### src/rtl/spi_reg_master.sv
// Host-side SPI mode-0 master: turns one register command into a 32-bit
// frame {rw_mode, addr, data} and returns read data on a one-cycle strobe.
module spi_reg_master #(
  parameter int unsigned CLK_DIV   = 4,
  parameter int unsigned SETUP_CYC = 2,
  parameter int unsigned HOLD_CYC  = 2,
  parameter int unsigned TURN_CYC  = 8,
  parameter int unsigned GAP_CYC   = 4
) (
  input  logic        clk,
  input  logic        rst,
  input  logic        cmd_valid,
  output logic        cmd_ready,
  input  logic        cmd_write,
  input  logic [13:0] cmd_addr,
  input  logic [15:0] cmd_wdata,
  output logic        rsp_valid,
  output logic [15:0] rsp_rdata,
  output logic        busy,
  output logic        SCLK,
  output logic        MOSI,
  output logic        SS,
  input  logic        MISO
);

  localparam int unsigned CW = 16;

  typedef enum logic [2:0] {
    S_IDLE, S_SETUP, S_SHIFT, S_TURN, S_HOLD, S_RESP, S_GAP
  } state_t;

  state_t        r_state, w_state;
  logic [CW-1:0] r_cnt, w_cnt;
  logic [5:0]    r_bit, w_bit;
  logic [31:0]   r_sr, w_sr;
  logic [15:0]   r_rd_sr, w_rd_sr;
  logic [15:0]   r_rdata, w_rdata;
  logic          r_write, w_write;
  logic          r_sclk, w_sclk;
  logic          r_mosi, w_mosi;
  logic          r_ss, w_ss;
  logic          r_rsp_valid, w_rsp_valid;

  always_comb begin
    w_state     = r_state;
    w_cnt       = r_cnt + CW'(1);
    w_bit       = r_bit;
    w_sr        = r_sr;
    w_rd_sr     = r_rd_sr;
    w_rdata     = r_rdata;
    w_write     = r_write;
    w_sclk      = r_sclk;
    w_mosi      = r_mosi;
    w_ss        = r_ss;
    w_rsp_valid = 1'b0;
    case (r_state)
      S_IDLE: begin
        w_cnt = '0;
        if (cmd_valid) begin
          w_state = S_SETUP;
          w_sr    = {1'b0, cmd_write, cmd_addr, (cmd_write ? cmd_wdata : 16'h0000)};
          w_write = cmd_write;
          w_mosi  = w_sr[31];
          w_ss    = 1'b0;
          w_sclk  = 1'b0;
          w_bit   = '0;
        end
      end
      S_SETUP: begin
        if (r_cnt == CW'(SETUP_CYC - 1)) begin
          w_state = S_SHIFT;
          w_cnt   = '0;
        end
      end
      S_SHIFT: begin
        if (r_cnt == CW'(CLK_DIV - 1)) begin
          w_cnt = '0;
          if (!r_sclk) begin
            w_sclk = 1'b1;
            w_bit  = r_bit + 6'd1;
            // rising edges 17..32 carry the read data
            if (!r_write && (r_bit >= 6'd16)) w_rd_sr = {r_rd_sr[14:0], MISO};
          end else begin
            w_sclk = 1'b0;
            if (r_bit == 6'd32) begin
              w_state = S_HOLD;
              w_mosi  = 1'b0;
            end else begin
              w_sr   = {r_sr[30:0], 1'b0};
              w_mosi = r_sr[30];
              if (!r_write && (r_bit == 6'd16) && (TURN_CYC != 0)) begin
                w_state = S_TURN;
                w_mosi  = 1'b0;
              end
            end
          end
        end
      end
      S_TURN: begin
        if (r_cnt == CW'(TURN_CYC - 1)) begin
          w_state = S_SHIFT;
          w_cnt   = '0;
          w_mosi  = r_sr[31];
        end
      end
      S_HOLD: begin
        if (r_cnt == CW'(HOLD_CYC - 1)) begin
          w_state     = S_RESP;
          w_cnt       = '0;
          w_ss        = 1'b1;
          w_rsp_valid = 1'b1;
          if (!r_write) w_rdata = r_rd_sr;
        end
      end
      S_RESP: begin
        w_state = S_GAP;
        w_cnt   = '0;
      end
      S_GAP: begin
        if (r_cnt == CW'(GAP_CYC - 1)) begin
          w_state = S_IDLE;
          w_cnt   = '0;
        end
      end
      default: begin
        w_state = S_IDLE;
        w_cnt   = '0;
      end
    endcase
  end

  always_ff @(posedge clk) begin
    if (rst) begin
      r_state     <= S_IDLE;
      r_cnt       <= '0;
      r_bit       <= '0;
      r_sr        <= '0;
      r_rd_sr     <= '0;
      r_rdata     <= '0;
      r_write     <= 1'b0;
      r_sclk      <= 1'b0;
      r_mosi      <= 1'b0;
      r_ss        <= 1'b1;
      r_rsp_valid <= 1'b0;
    end else begin
      r_state     <= w_state;
      r_cnt       <= w_cnt;
      r_bit       <= w_bit;
      r_sr        <= w_sr;
      r_rd_sr     <= w_rd_sr;
      r_rdata     <= w_rdata;
      r_write     <= w_write;
      r_sclk      <= w_sclk;
      r_mosi      <= w_mosi;
      r_ss        <= w_ss;
      r_rsp_valid <= w_rsp_valid;
    end
  end

  assign cmd_ready = (r_state == S_IDLE);
  assign busy      = (r_state != S_IDLE);
  assign rsp_valid = r_rsp_valid;
  assign rsp_rdata = r_rdata;
  assign SCLK      = r_sclk;
  assign MOSI      = r_mosi;
  assign SS        = r_ss;

endmodule

### config.mk
export PLATFORM = sky130hd
export DESIGN_NAME = spi_reg_master
export DESIGN_NICKNAME = d
export VERILOG_FILES = /design/src/rtl/spi_reg_master.sv
export SDC_FILE = /design/constraint.sdc
export NUM_CORES = 1
export LEC_CHECK = 0
export BUFFER_PORTS_ARGS = -buffer_cell sky130_fd_sc_hd__buf_4
export CORE_ASPECT_RATIO = 1.2
export CORE_MARGIN = 2
export CORE_UTILIZATION = 45
export CTS_BUF_LIST = sky130_fd_sc_hd__clkbuf_8
export CTS_CLUSTER_SIZE = 8
export DETAILED_ROUTE_END_ITERATION = 10
export GPL_TIMING_DRIVEN = 0
export PLACE_DENSITY = 0.65
export SLEW_MARGIN = 0
export SYNTH_ARGS = -nofsm -noshare
export SYNTH_HDL_FRONTEND = slang
export SYNTH_SLANG_ARGS = --single-unit
### constraint.sdc
create_clock -name clk -period 3.75 [get_ports clk]
set_clock_uncertainty 0.2 [all_clocks]
set_input_delay 0.5625 -clock clk [delete_from_list [all_inputs] [get_ports clk]]
set_output_delay 0.5625 -clock clk [all_outputs]
set_load 0.02 [all_outputs]
==> results.cfg <==
[status]
outcome = complete, no violations

[floorplan]
die_w_microns = 90.9
core_area_sq_mm = 0.00894
row_count = 38
start_util = 0.456
dieArea_sq_mm = 0.00984
die_y_microns = 108
io_pins = 57

[route]
totalWireLength_mm = 8.68
ant_nets = 0
via_count = 3483
dr.pass1.iters = 4
wl_per_cell_microns = 13.0
vias_per_cell = 5.22
drtIter0Drc = 168
drc = 0

[synth]
netlist_top_cells_count = nor2_1, dfxtp_1, nand2_1, mux2i_1, a311oi_1
yosys_warnings = 0
synth_compound_area_frac = 0.105
synthXorXnorAreaFrac = 0.0365
synth-adder-area-share = 0.0123
synthArstFlopShare = 0
syn-num-nets = 515
synthFlopType = dfxtp_1
ys_ff_latch = 94
synth_mux_area_frac = 0.0890
synth_enable_flop_cells = 0
synth_area_sq_mm = 0.00408
synth_top_area_share = 0.461
synth_most_common_cell = nor2_1
synth_top_family_by_area = simple AND/OR/NAND/NOR gates
synthesis.instances = 476
ys_top_cells_by_area = dfxtp_1, nor2_1, mux2i_1
synth.yosys.seq_area_share = 0.461
ys_types = 43
synth.avg_cell_area_sq_um = 8.57
synth-simple-area-share = 0.249
yosysTopAreaCell = dfxtp_1

[clock_tree]
cts_max_path_buffers = 2
clock_sinks = 94
cts_tree = done
cts-root-buf = clkbuf_8
cts-resized-gates = 0
numCtsBuffers = 9
h-tree-depth = 3
clkSlewWorstSetupHoldPaths_ps = 100
ctsHoldBuffers = 0
clkLatencyLatePin_ps = 360
cts_setup_buffers = 0

[placement]
io_buffers = 55
placed_cell_area_sq_mm = 0.00464
hpwl_mm = 6.46
placedCellCount = 651
post-place-ws_ps = 867
place.gp.congestion = 0.901

[sta]
slew_viol_final = 0
fin_crit_ps = 2880
fmax_mhz = 347
tightest_slew_ps = 633
fin_tns_setup_ps = 0
finalSetupViolCount = 0
relSlewSlack = 0.575
hold_viol_final = 0
post-route-period-util = 0.768
worst_slack_ps = 870
rsz0062_at_grt = false

[layout]
antenna_cells = 0
area_delta_synth_final_pct = 18.7
multi_input_area_sq_mm = 0.00201
postLayoutCellArea_sq_mm = 0.00484
nFillCells = 866
fin_nets = 581
ff_latch_area_sq_mm = 0.00188
drive_above_1_share = 0.152
fin_cells = 667

[pwr]
power_density_mw_per_mm2 = 504
totalPowerFinal_w = 0.00244
leakagePower_nw = 1.90
peakVddDrop_mv = 0.227

[global_routing]
grt_max_degree = 20
grt_pass1_vias = 3200
grtUsageTotal = 0.183
grt_overflow = 0
antenna_found_initial = 0
grt_pass1_wl_mm = 14.7

[setup_path]
slowest_stage = nor4_1
path_buf_inv = 2
slowest_delay_ps = 560
cp_data_required_time_ps = 3810
startpoint_type = flip-flop
cp-end-kind = flip-flop
worstPathCellList = nor4_1 > and4_1 > clkbuf_1 > a2bb2oi_1 > a21o_1 > buf_2 > nor2_1
worstSetupPathType = reg -> reg
path_max_fanout = 10
arrival_ps = 2930
path_delay_family = simple AND/OR/NAND/NOR gates
r2r_setup_slack_ps = 870

[job]
maxCapViolations = 0

[min_path]
hp-class = in -> reg
-- state kept, by name, indices dropped and copies added, names as in the netlist --
register   count
MOSI           1
SCLK           1
SS             1
r_bit          6
r_cnt         16
r_rd_sr       16
r_sr          32
r_state        3
r_write        1
rsp_rdata     16
rsp_valid      1
-- cells by family after synthesis --
logic type / count (synthesis)
xor+xnor: 17
buf+inv: 46
simple gates: 224
flops: 94
fa+ha+maj: 4
mux: 36
compound gates: 55
-- worst min-delay path, cell delays in order --
cell and delay [ps]:
buf_4 80, mux2i_1 50, nor2_1 70
-- final timing paths --
path                            startpoint          to  cells after the start
worst min-delay path                  MISO  r_rd_sr[0]                      3
worst max register to register   r_cnt[13]    r_cnt[9]                      7
worst min register to register    r_sr[16]    r_sr[17]                      2
worst max-delay path             r_cnt[13]    r_cnt[9]                      7
-- metal layers --
metal | track usage | wire length, microns
met5 | 0 | 0
met3 | 0.0286 | 353
met2 | 0.309 | 4190
met4 | 0.0963 | 238
met1 | 0.226 | 3910
-- report_power, final --
| group | internal (W) | switching, W | leakage [nW] |
|---|---|---|---|
| Sequential | 0.00111 | 0.0000667 | 0.765 |
| Clock | 0.000264 | 0.000399 | 0.0985 |
| Combinational | 0.000223 | 0.000377 | 1.04 |
| Total | 0.00159 | 0.000843 | 1.90 |
-- cells in the final DEF (no fill, tap or decap), drive strengths merged, types with 3 or more instances in the layout --
cell and count:
nor3 7, and3 4, ha 4, nand2b 4
inv 15, mux2i 34, nand4 7, a21oi 8
nor4 4, buf 65, clkbuf 34, nor2 99
or3 3, nand2 56, dfxtp 94, xnor2 8
o21ai 4, nand3 26, a311oi 31, xor2 9
-- layout make-up --
cell class | count | share of cell area
sequential | 94 | 0.389
buffer | 35 | 0.0308
inverter | 11 | 0.00853
multi-input combinational | 336 | 0.414
clock inverter | 7 | 0.0155
clock buffer | 9 | 0.0256
timing repair buffer | 55 | 0.0853
tap | 120 | 0.0310
-- stage by stage --
step	util	hold WS (ps)
6_report	0.541	247
5_1_grt	0.541	244
4_1_cts	0.541	229
3_5_place_dp	0.519	263
3_3_place_gp	0.519	248
2_1_floorplan	-	233
Power figures use the tool's default switching activity.
